### src/rtl/alu_pipe_if.sv
// Handshake/operand bundle between the operand sequencer (master) and alu_pipe (slave).
interface alu_pipe_if #(
    parameter int WIDTH = 4
);
    logic             in_valid;
    logic             in_ready;
    logic [2:0]       oc;
    logic             acc_mode;
    logic             acc_clr;
    logic [WIDTH-1:0] a;
    logic [WIDTH-1:0] b;
    logic             out_valid;
    logic             out_ready;
    logic [WIDTH-1:0] f;
    logic [3:0]       flags;

    // Sequencer side: issues operations and consumes results.
    modport master (
        output in_valid, oc, acc_mode, acc_clr, a, b, out_ready,
        input  in_ready, out_valid, f, flags
    );

    // ALU side: accepts operations and produces results.
    modport slave (
        input  in_valid, oc, acc_mode, acc_clr, a, b, out_ready,
        output in_ready, out_valid, f, flags
    );
endinterface

### src/rtl/alu_pipe.sv
// Registered ALU with valid/ready handshake, single output register and an
// optional accumulator that can stand in for operand a.
module alu_pipe #(
    parameter int WIDTH    = 4,
    parameter int ACC_INIT = 0
) (
    input  logic      clk,
    input  logic      rst_n,
    alu_pipe_if.slave bus
);
    localparam logic [2:0] OP_ADD = 3'b000;
    localparam logic [2:0] OP_SUB = 3'b001;
    localparam logic [2:0] OP_AND = 3'b010;
    localparam logic [2:0] OP_OR  = 3'b011;
    localparam logic [2:0] OP_XOR = 3'b100;
    localparam logic [2:0] OP_NOT = 3'b101;
    localparam logic [2:0] OP_SHL = 3'b110;
    localparam logic [2:0] OP_SHR = 3'b111;

    localparam logic [WIDTH-1:0] ACC_INIT_V = WIDTH'(ACC_INIT);

    logic [WIDTH-1:0] f_reg;
    logic [3:0]       flags_reg;
    logic             out_valid_reg;
    logic [WIDTH-1:0] acc_reg;

    logic [WIDTH-1:0] x;
    logic [WIDTH:0]   sum;
    logic [WIDTH:0]   diff;
    logic [WIDTH-1:0] res_next;
    logic             c_next;
    logic             v_next;
    logic [3:0]       flags_next;

    logic accept;
    logic pop;

    // The output register may refill in the same cycle it is drained, so a
    // stall only happens while a result is waiting and downstream refuses it.
    assign bus.in_ready  = !out_valid_reg || bus.out_ready;
    assign accept        = bus.in_valid && bus.in_ready;
    assign pop           = out_valid_reg && bus.out_ready;

    assign bus.out_valid = out_valid_reg;
    assign bus.f         = f_reg;
    assign bus.flags     = flags_reg;

    // Operand select, result and carry/overflow for the current opcode.
    always_comb begin
        x        = bus.acc_mode ? acc_reg : bus.a;
        sum      = {1'b0, x} + {1'b0, bus.b};
        diff     = {1'b0, x} - {1'b0, bus.b};
        res_next = '0;
        c_next   = 1'b0;
        v_next   = 1'b0;
        case (bus.oc)
            OP_ADD: begin
                res_next = sum[WIDTH-1:0];
                c_next   = sum[WIDTH];
                // Same-sign operands producing a result of the other sign.
                v_next   = (x[WIDTH-1] == bus.b[WIDTH-1]) &&
                           (sum[WIDTH-1] != x[WIDTH-1]);
            end
            OP_SUB: begin
                res_next = diff[WIDTH-1:0];
                // The extra bit of the widened difference is the borrow (x < b).
                c_next   = diff[WIDTH];
                // Opposite-sign operands where the result sign departs from x.
                v_next   = (x[WIDTH-1] != bus.b[WIDTH-1]) &&
                           (diff[WIDTH-1] != x[WIDTH-1]);
            end
            OP_AND: res_next = x & bus.b;
            OP_OR:  res_next = x | bus.b;
            OP_XOR: res_next = x ^ bus.b;
            OP_NOT: res_next = ~x;
            OP_SHL: begin
                res_next = {x[WIDTH-2:0], 1'b0};
                c_next   = x[WIDTH-1];
            end
            OP_SHR: begin
                res_next = {1'b0, x[WIDTH-1:1]};
                c_next   = x[0];
            end
            default: begin
                res_next = '0;
                c_next   = 1'b0;
                v_next   = 1'b0;
            end
        endcase
        flags_next = {res_next[WIDTH-1], (res_next == '0), c_next, v_next};
    end

    // Output register: load on accept, drop valid on a pop that is not refilled,
    // otherwise hold so a stalled result stays stable.
    always_ff @(posedge clk or negedge rst_n) begin
        if (!rst_n) begin
            out_valid_reg <= 1'b0;
            f_reg         <= '0;
            flags_reg     <= '0;
        end else if (accept) begin
            out_valid_reg <= 1'b1;
            f_reg         <= res_next;
            flags_reg     <= flags_next;
        end else if (pop) begin
            out_valid_reg <= 1'b0;
        end
    end

    // Accumulator: tracks every accepted result; a clear only lands on a cycle
    // with no accept, so an accept (even one reading acc) always wins.
    always_ff @(posedge clk or negedge rst_n) begin
        if (!rst_n) begin
            acc_reg <= ACC_INIT_V;
        end else if (accept) begin
            acc_reg <= res_next;
        end else if (bus.acc_clr) begin
            acc_reg <= ACC_INIT_V;
        end
    end
endmodule
### src/flat_wrapper.sv
// flat-port wrapper written by rule: the top's interface ports become plain ports
module alu_pipe_flat 
#(
    parameter int WIDTH    = 4,
    parameter int ACC_INIT = 0
)
  (clk, rst_n, bus_in_valid, bus_oc, bus_acc_mode, bus_acc_clr, bus_a, bus_b, bus_out_ready, bus_in_ready, bus_out_valid, bus_f, bus_flags);
  alu_pipe_if #(.WIDTH(WIDTH)) bus_i ();
  input  logic clk;
  input  logic rst_n;
  input wire logic [$bits(bus_i.in_valid)-1:0] bus_in_valid;
  input wire logic [$bits(bus_i.oc)-1:0] bus_oc;
  input wire logic [$bits(bus_i.acc_mode)-1:0] bus_acc_mode;
  input wire logic [$bits(bus_i.acc_clr)-1:0] bus_acc_clr;
  input wire logic [$bits(bus_i.a)-1:0] bus_a;
  input wire logic [$bits(bus_i.b)-1:0] bus_b;
  input wire logic [$bits(bus_i.out_ready)-1:0] bus_out_ready;
  output wire logic [$bits(bus_i.in_ready)-1:0] bus_in_ready;
  output wire logic [$bits(bus_i.out_valid)-1:0] bus_out_valid;
  output wire logic [$bits(bus_i.f)-1:0] bus_f;
  output wire logic [$bits(bus_i.flags)-1:0] bus_flags;
  assign bus_i.in_valid = bus_in_valid;
  assign bus_i.oc = bus_oc;
  assign bus_i.acc_mode = bus_acc_mode;
  assign bus_i.acc_clr = bus_acc_clr;
  assign bus_i.a = bus_a;
  assign bus_i.b = bus_b;
  assign bus_i.out_ready = bus_out_ready;
  assign bus_in_ready = bus_i.in_ready;
  assign bus_out_valid = bus_i.out_valid;
  assign bus_f = bus_i.f;
  assign bus_flags = bus_i.flags;
  alu_pipe #(.WIDTH(WIDTH), .ACC_INIT(ACC_INIT)) u_core (.clk(clk), .rst_n(rst_n), .bus(bus_i));
endmodule
### config.mk
export PLATFORM = sky130hd
export DESIGN_NAME = alu_pipe_flat
export DESIGN_NICKNAME = d
export VERILOG_FILES = /design/src/rtl/alu_pipe_if.sv /design/src/rtl/alu_pipe.sv /design/src/flat_wrapper.sv
export SDC_FILE = /design/constraint.sdc
export NUM_CORES = 1
export LEC_CHECK = 0
export CORE_MARGIN = 2
export CORE_UTILIZATION = 55
export CTS_CLUSTER_DIAMETER = 40
export DETAILED_ROUTE_END_ITERATION = 6
export PLACE_DENSITY_LB_ADDON = 0.25
export SETUP_SLACK_MARGIN = 0.1
export SLEW_MARGIN = 10
export SYNTH_ARGS = -nofsm -noshare
export SYNTH_HDL_FRONTEND = slang
export SYNTH_SLANG_ARGS = --single-unit
### constraint.sdc
create_clock -name clk -period 5.4 [get_ports clk]
set_input_delay 0.54 -clock clk [delete_from_list [all_inputs] [get_ports clk]]
set_output_delay 0.54 -clock clk [all_outputs]
set_load 0.02 [all_outputs]
; ---- Yosys cells after proc, flatten, opt, wreduce, memory -nomap -nowiden
; Index checks and enable logic that the tools add are counted.
[word_totals]
register_bits = 13
input_bits = 17
elab_cells = 39
[op_classes]
add_sub_neg = 2
n_eq_ne = 11
n_mux = 8
bitwise_logic = 4
reduce_logical = 10
[op_table]
columns = operator, count
row1 = $pmux 4 s8, 1
row2 = $eq 3x3->1 const B, 4
row3 = $mux 4, 3
row4 = $eq 3x2->1 const B, 2
row5 = $add 4x4->5, 1
row6 = $sub 4x4->5, 1
row7 = $and 4x4->4, 1
row8 = $logic_and 1x1->1, 4
row9 = $logic_not 4->1, 1
row10 = $not 4->4, 1
row11 = $or 4x4->4, 1
row12 = $pmux 1 s4, 1
row13 = $reduce_bool 2->1, 2
row14 = $xor 4x4->4, 1
row15 = $eq 3x1->1 const B, 1
row16 = $logic_not 3->1, 1
row17 = $ne 1x1->1, 3
row18 = $mux 1, 2
row19 = $pmux 1 s2, 1
row20 = $eq 1x1->1, 1
row21 = $logic_not 1->1, 1
row22 = $logic_or 1x1->1, 1

; ---- Logic depth before layout (Yosys ltp)
[depth]
ltp_word = 5
mapped_depth = 10
ltp_nobuf = 9

; ---- Worst setup path after synthesis
; No wires, ideal clock.
[synth_timing]
path_kind = input-to-reg
start = input bus_acc_mode
end = register u_core.flags_reg[2], in the netlist u_core.bus.flags[2]
setup_time_ns = 0.104
arrival_time_ns = 2.496
required_ns = 5.296
slack_ns = 2.800
path_stages = 10
path_buffers = 1
cell_sequence = buf_6 -> mux2i_1 -> ha_1 -> inv_1 -> fa_1 -> xor2_1 -> a21boi_0 -> o32ai_1 -> nand2_1 -> o41ai_2
[synth_via]
elab_chain_len = 4
word_cells_on_any_way = 9
classes_between = 2 x add/sub / 2 x mux / 4 x bitwise / 1 x reduce/logical
[synth_rtl]
columns = item, line
row1 = "start, declared", flat_wrapper.sv:13  ; input wire logic [$bits(bus_i.acc_mode)-1:0] bus_acc_mode;
row2 = $mux 4 *, alu_pipe.sv:50  ; x = bus.acc_mode ? acc_reg : bus.a;
row3 = "$sub 4x4->5, or another cell as far along", alu_pipe.sv:52  ; diff = {1'b0, x} - {1'b0, bus.b};
row4 = $pmux 4 s8 *, alu_pipe.sv:56  ; case (bus.oc)
row5 = $logic_not 4->1 *, alu_pipe.sv:90  ; flags_next = {res_next[WIDTH-1], (res_next == '0), c_next, v_next};
row6 = "end signal, assigned", alu_pipe.sv:103  ; flags_reg <= flags_next;
row7 = "end, declared", alu_pipe.sv:23  ; logic [3:0] flags_reg;
; Mark *: on every way between the ends. The rest lies on a longest branch, timed or not.
; A chain may end at the register's enable or synchronous reset.

; ---- Worst setup path after layout
; Same ends and word-level chain as after synthesis.

==> results list <==
* Average wire per cell in the routed design: 14.64 um
- Global-route wire length before repair: 4857 um
- The longest clock path from root to sink contains 2 buffers.
* Overflow after GRT: 0
- Worst IR drop on VDD: 0.2159 mV
- The clock drives 12 sinks.
- The congestion estimate from routability-driven global placement came to 0.8964.
- Synth Area per Inst: 8.983 um^2
* Kind of cell with the highest combined delay on the critical path: buffers and inverters
- In this run the count of I/O pins placed on the die edge is 27.
- The core region is 2233 um^2.
- The critical path runs through a total of 10 cells.
* Post-route core utilization: 71.15%
- The count of pins over their slew limit was 0.
- Total via count after detailed routing: 1,154
- HP Class: reg -> reg
- TritonCTS built the clock tree.
- The count of endpoints failing hold in the final timing report is 0.
* Register-to-register setup slack: 2.85 ns
- Startpoint of the most critical register-to-register path: u_core.acc_reg[0]
* Antenna-violating nets left: 0
- Number of register bits inferred by synthesis: 12
- Max-cap violations in this run came to 0.
* Critical path launch point type: primary input
- Crit path capture type: flip-flop
- For this design the ratio of total power to cell area is 228.2 nW/um^2.
- Critical register-to-register path endpoint: u_core.bus.flags[2]
- The worst path in the final design needs a cycle of 3.239 ns, including I/O delays and setup.
- H-tree depth: 1
* Synth top area share: 23.05%
- Setup skew after layout: 0.004467 ns
* Cell type contributing the most total cell area after synthesis: dfrtp_1
- The critical path ends at u_core.bus.flags[2].
- Starting density of the core: 58.32%
- Slowest-stage cell, CP: clkdlybuf4s50_1
* List of most frequent post-synthesis cells: 15 x ha_1, 12 x dfrtp_1, 11 x nand2_1, 11 x nand2b_1, 9 x inv_1
- Worst slew margin relative to its limit: 53.07%
* DRC errors left: 0
* Total iterations of the first detailed-routing run: 4
- Setup Fix Bufs, Post-CTS: 0
* Net count of the mapped netlist: 179
* Portion of the post-synthesis area used by sequential elements: 23.05%
- Share of the clock period used by the worst path: 59.99%
* Hold bufs inserted after CTS: 0
- For this block, the routed nets add up to 2869 um of wire.
* Measured slew at the worst slew-check pin: 0.7017 ns
- Setup violations remaining at the end of the flow were counted as 0.
- Number of antenna violations at the first check in global routing: 0
- Counting every instance in the synthesized netlist gives 145.
* Peak fanout along the critical path: 4
* Worst-path clk slew: 0.08 ns
- Measured along the y axis, the die boundary spans 52.67 um.
- The cell area that synthesis handed to floorplanning was 1302 um^2.
- For the worst-skew pair, the clock arrives at the later sink with an insertion delay of 0.28 ns.
- Maximum number of pins on one net before global-route repair: 22
- Number of cells upsized or downsized after cts: 0
- Cells on worst reg2reg path: 9
- Run status: finished clean
* Cell variety after synth: 45
* Start-to-end type of the worst setup path: in -> reg
* Half-perimeter wire length after placement: 2239 um
- Of the cells placed in the final design, the portion with a size suffix greater than 1 is 9.524%.
* Critical path launch point: bus_acc_mode
- The repair_antennas step left the layout with diodes totalling 0.
- Number of flops mapped to enable cells by yosys: 0
- Unrepaired setup endpoints after global routing: no
- In the synthesized netlist the async set-or-reset flop fraction comes to 100.0%.
* Die Area: 2774 um^2
- The most common cell in the synthesized netlist is ha_1.
- Number of violations reported at the end of detailed-routing iteration 0: 34
- Final #Nets: 203
- Static power due to leakage: 0.7103 nW
- Among all flip-flop cells after synthesis, the most frequent one is dfrtp_1.
- The critical path contains buffers and inverters numbering 2 combined.
- Ordered list of cells on the worst path: clkdlybuf4s50_1, mux2i_1, ha_1, inv_1, fa_1, xor2_1, a21boi_0, o32ai_1, nand2_1, o41ai_2
- Cell chosen for the clock root: clkbuf_4
* Number of global-route vias before repair: 1,064
* Via density: 5.888
* Clock buffers created by TritonCTS: 3
- Relative to the synthesized area, the layout overhead comes to 22.00%.
- During synthesis, Yosys emitted a total of 0 warnings.
- Max Fclk: 308.7 MHz
- The initialized floorplan defines 17 standard-cell rows.
* Global-route total usage across every layer: 23.71%
* X dimension of the die: 52.67 um
* Dpl cell area: 1553 um^2
- After routing, the total negative slack on setup checks comes to 0 ns.
* Summed area of non-filler cells in the final layout: 1589 um^2
- Port buffering added 26 buffers.
- STA puts the critical path data arrival time at 3.43 ns.
* Total power: 362.7 uW
- Largest stage delay on the critical path: 0.72 ns
* Dominant cells by area after synthesis: dfrtp_1 23%, ha_1 14%, nand2b_1 5.3%
- Data required, critical path: 5.59 ns
[cell usage in the layout (no fill, tap or decap), types with 4 or more instances in the layout]
cell type,count
clkdlybuf4s50_1,26
a211oi_1,4
nand2b_1,11
o21ai_0,5
nand2_1,11
nor2_1,7
inv_1,9
a21oi_1,8
dfrtp_1,12
a21o_1,4
ha_1,15
[routing by layer]
| layer | wire length [um] | GRT usage, % | vias to the layer above |
|---|---|---|---|
| li1 | - | - | 563 |
| met1 | 1234 | 31.74 | 532 |
| met2 | 1385 | 37.92 | 51 |
| met3 | 184 | 4.571 | 8 |
| met4 | 64 | 8.120 | 0 |
| met5 | 0 | 0 | - |
[tightest hold or removal path: stages (launching register included)]
cell     delay (ns)
dfrtp_1        0.35
nand2_1        0.05
o21ai_1        0.06
[metrics by stage]
step / hold slack [ns] / setup slack [ns] / cells
final: 0.4933 / 2.161 / 196
after global routing: 0.5296 / 2.014 / 196
after CTS: 0.4978 / 2.131 / 196
after detailed placement: 0.4712 / 1.825 / 192
after global placement: 0.4722 / 1.946 / 192
after floorplan: 0.2444 / 2.800 / 145
[logic make-up (layout without fill, tap and decap cells)]
| kind of cell | after synthesis | after routing | share of synthesized area (%) |
|---|---|---|---|
| xor+xnor | 4 | 4 | 2.690 |
| buf+inv | 20 | 43 | 7.588 |
| flops | 12 | 12 | 23.05 |
| mux | 7 | 7 | 8.453 |
| compound gates | 41 | 41 | 22.48 |
| simple gates | 44 | 44 | 18.25 |
| fa+ha+maj | 17 | 17 | 17.48 |
[how the worst min path moves through the flow]
stage / from / to / slack, ns / depth (start not counted)
global placement: u_core.bus.f[2] / u_core.bus.f[2] / 0.47 / 2
floorplan: rst_n / u_core.acc_reg[0] / 0.24 / 0
global route: u_core.bus.f[2] / u_core.bus.f[2] / 0.53 / 2
detailed placement: u_core.bus.flags[0] / u_core.bus.flags[0] / 0.47 / 2
CTS: u_core.bus.f[2] / u_core.bus.f[2] / 0.50 / 2
finish: u_core.bus.f[2] / u_core.bus.f[2] / 0.49 / 2
[report_power, final]
group          leakage (nW)  switching [mW]  total, mW  internal, mW
sequential            0.151         0.00949      0.113         0.104
clock                0.0210          0.0324     0.0734        0.0411
combinational         0.538          0.0928      0.176        0.0829
total                 0.710           0.135      0.363         0.228
[area by class of cell]
cell class | count | area [um^2]
multi-input cells | 113 | 903.4
fillers | 181 | 644.4
flip-flops and latches | 12 | 300.3
repair buffers | 26 | 260.3
inverters | 13 | 53.80
clock buffers | 4 | 36.28
well taps | 28 | 35.03
Note: power is estimated with default switching activity, not from simulation.
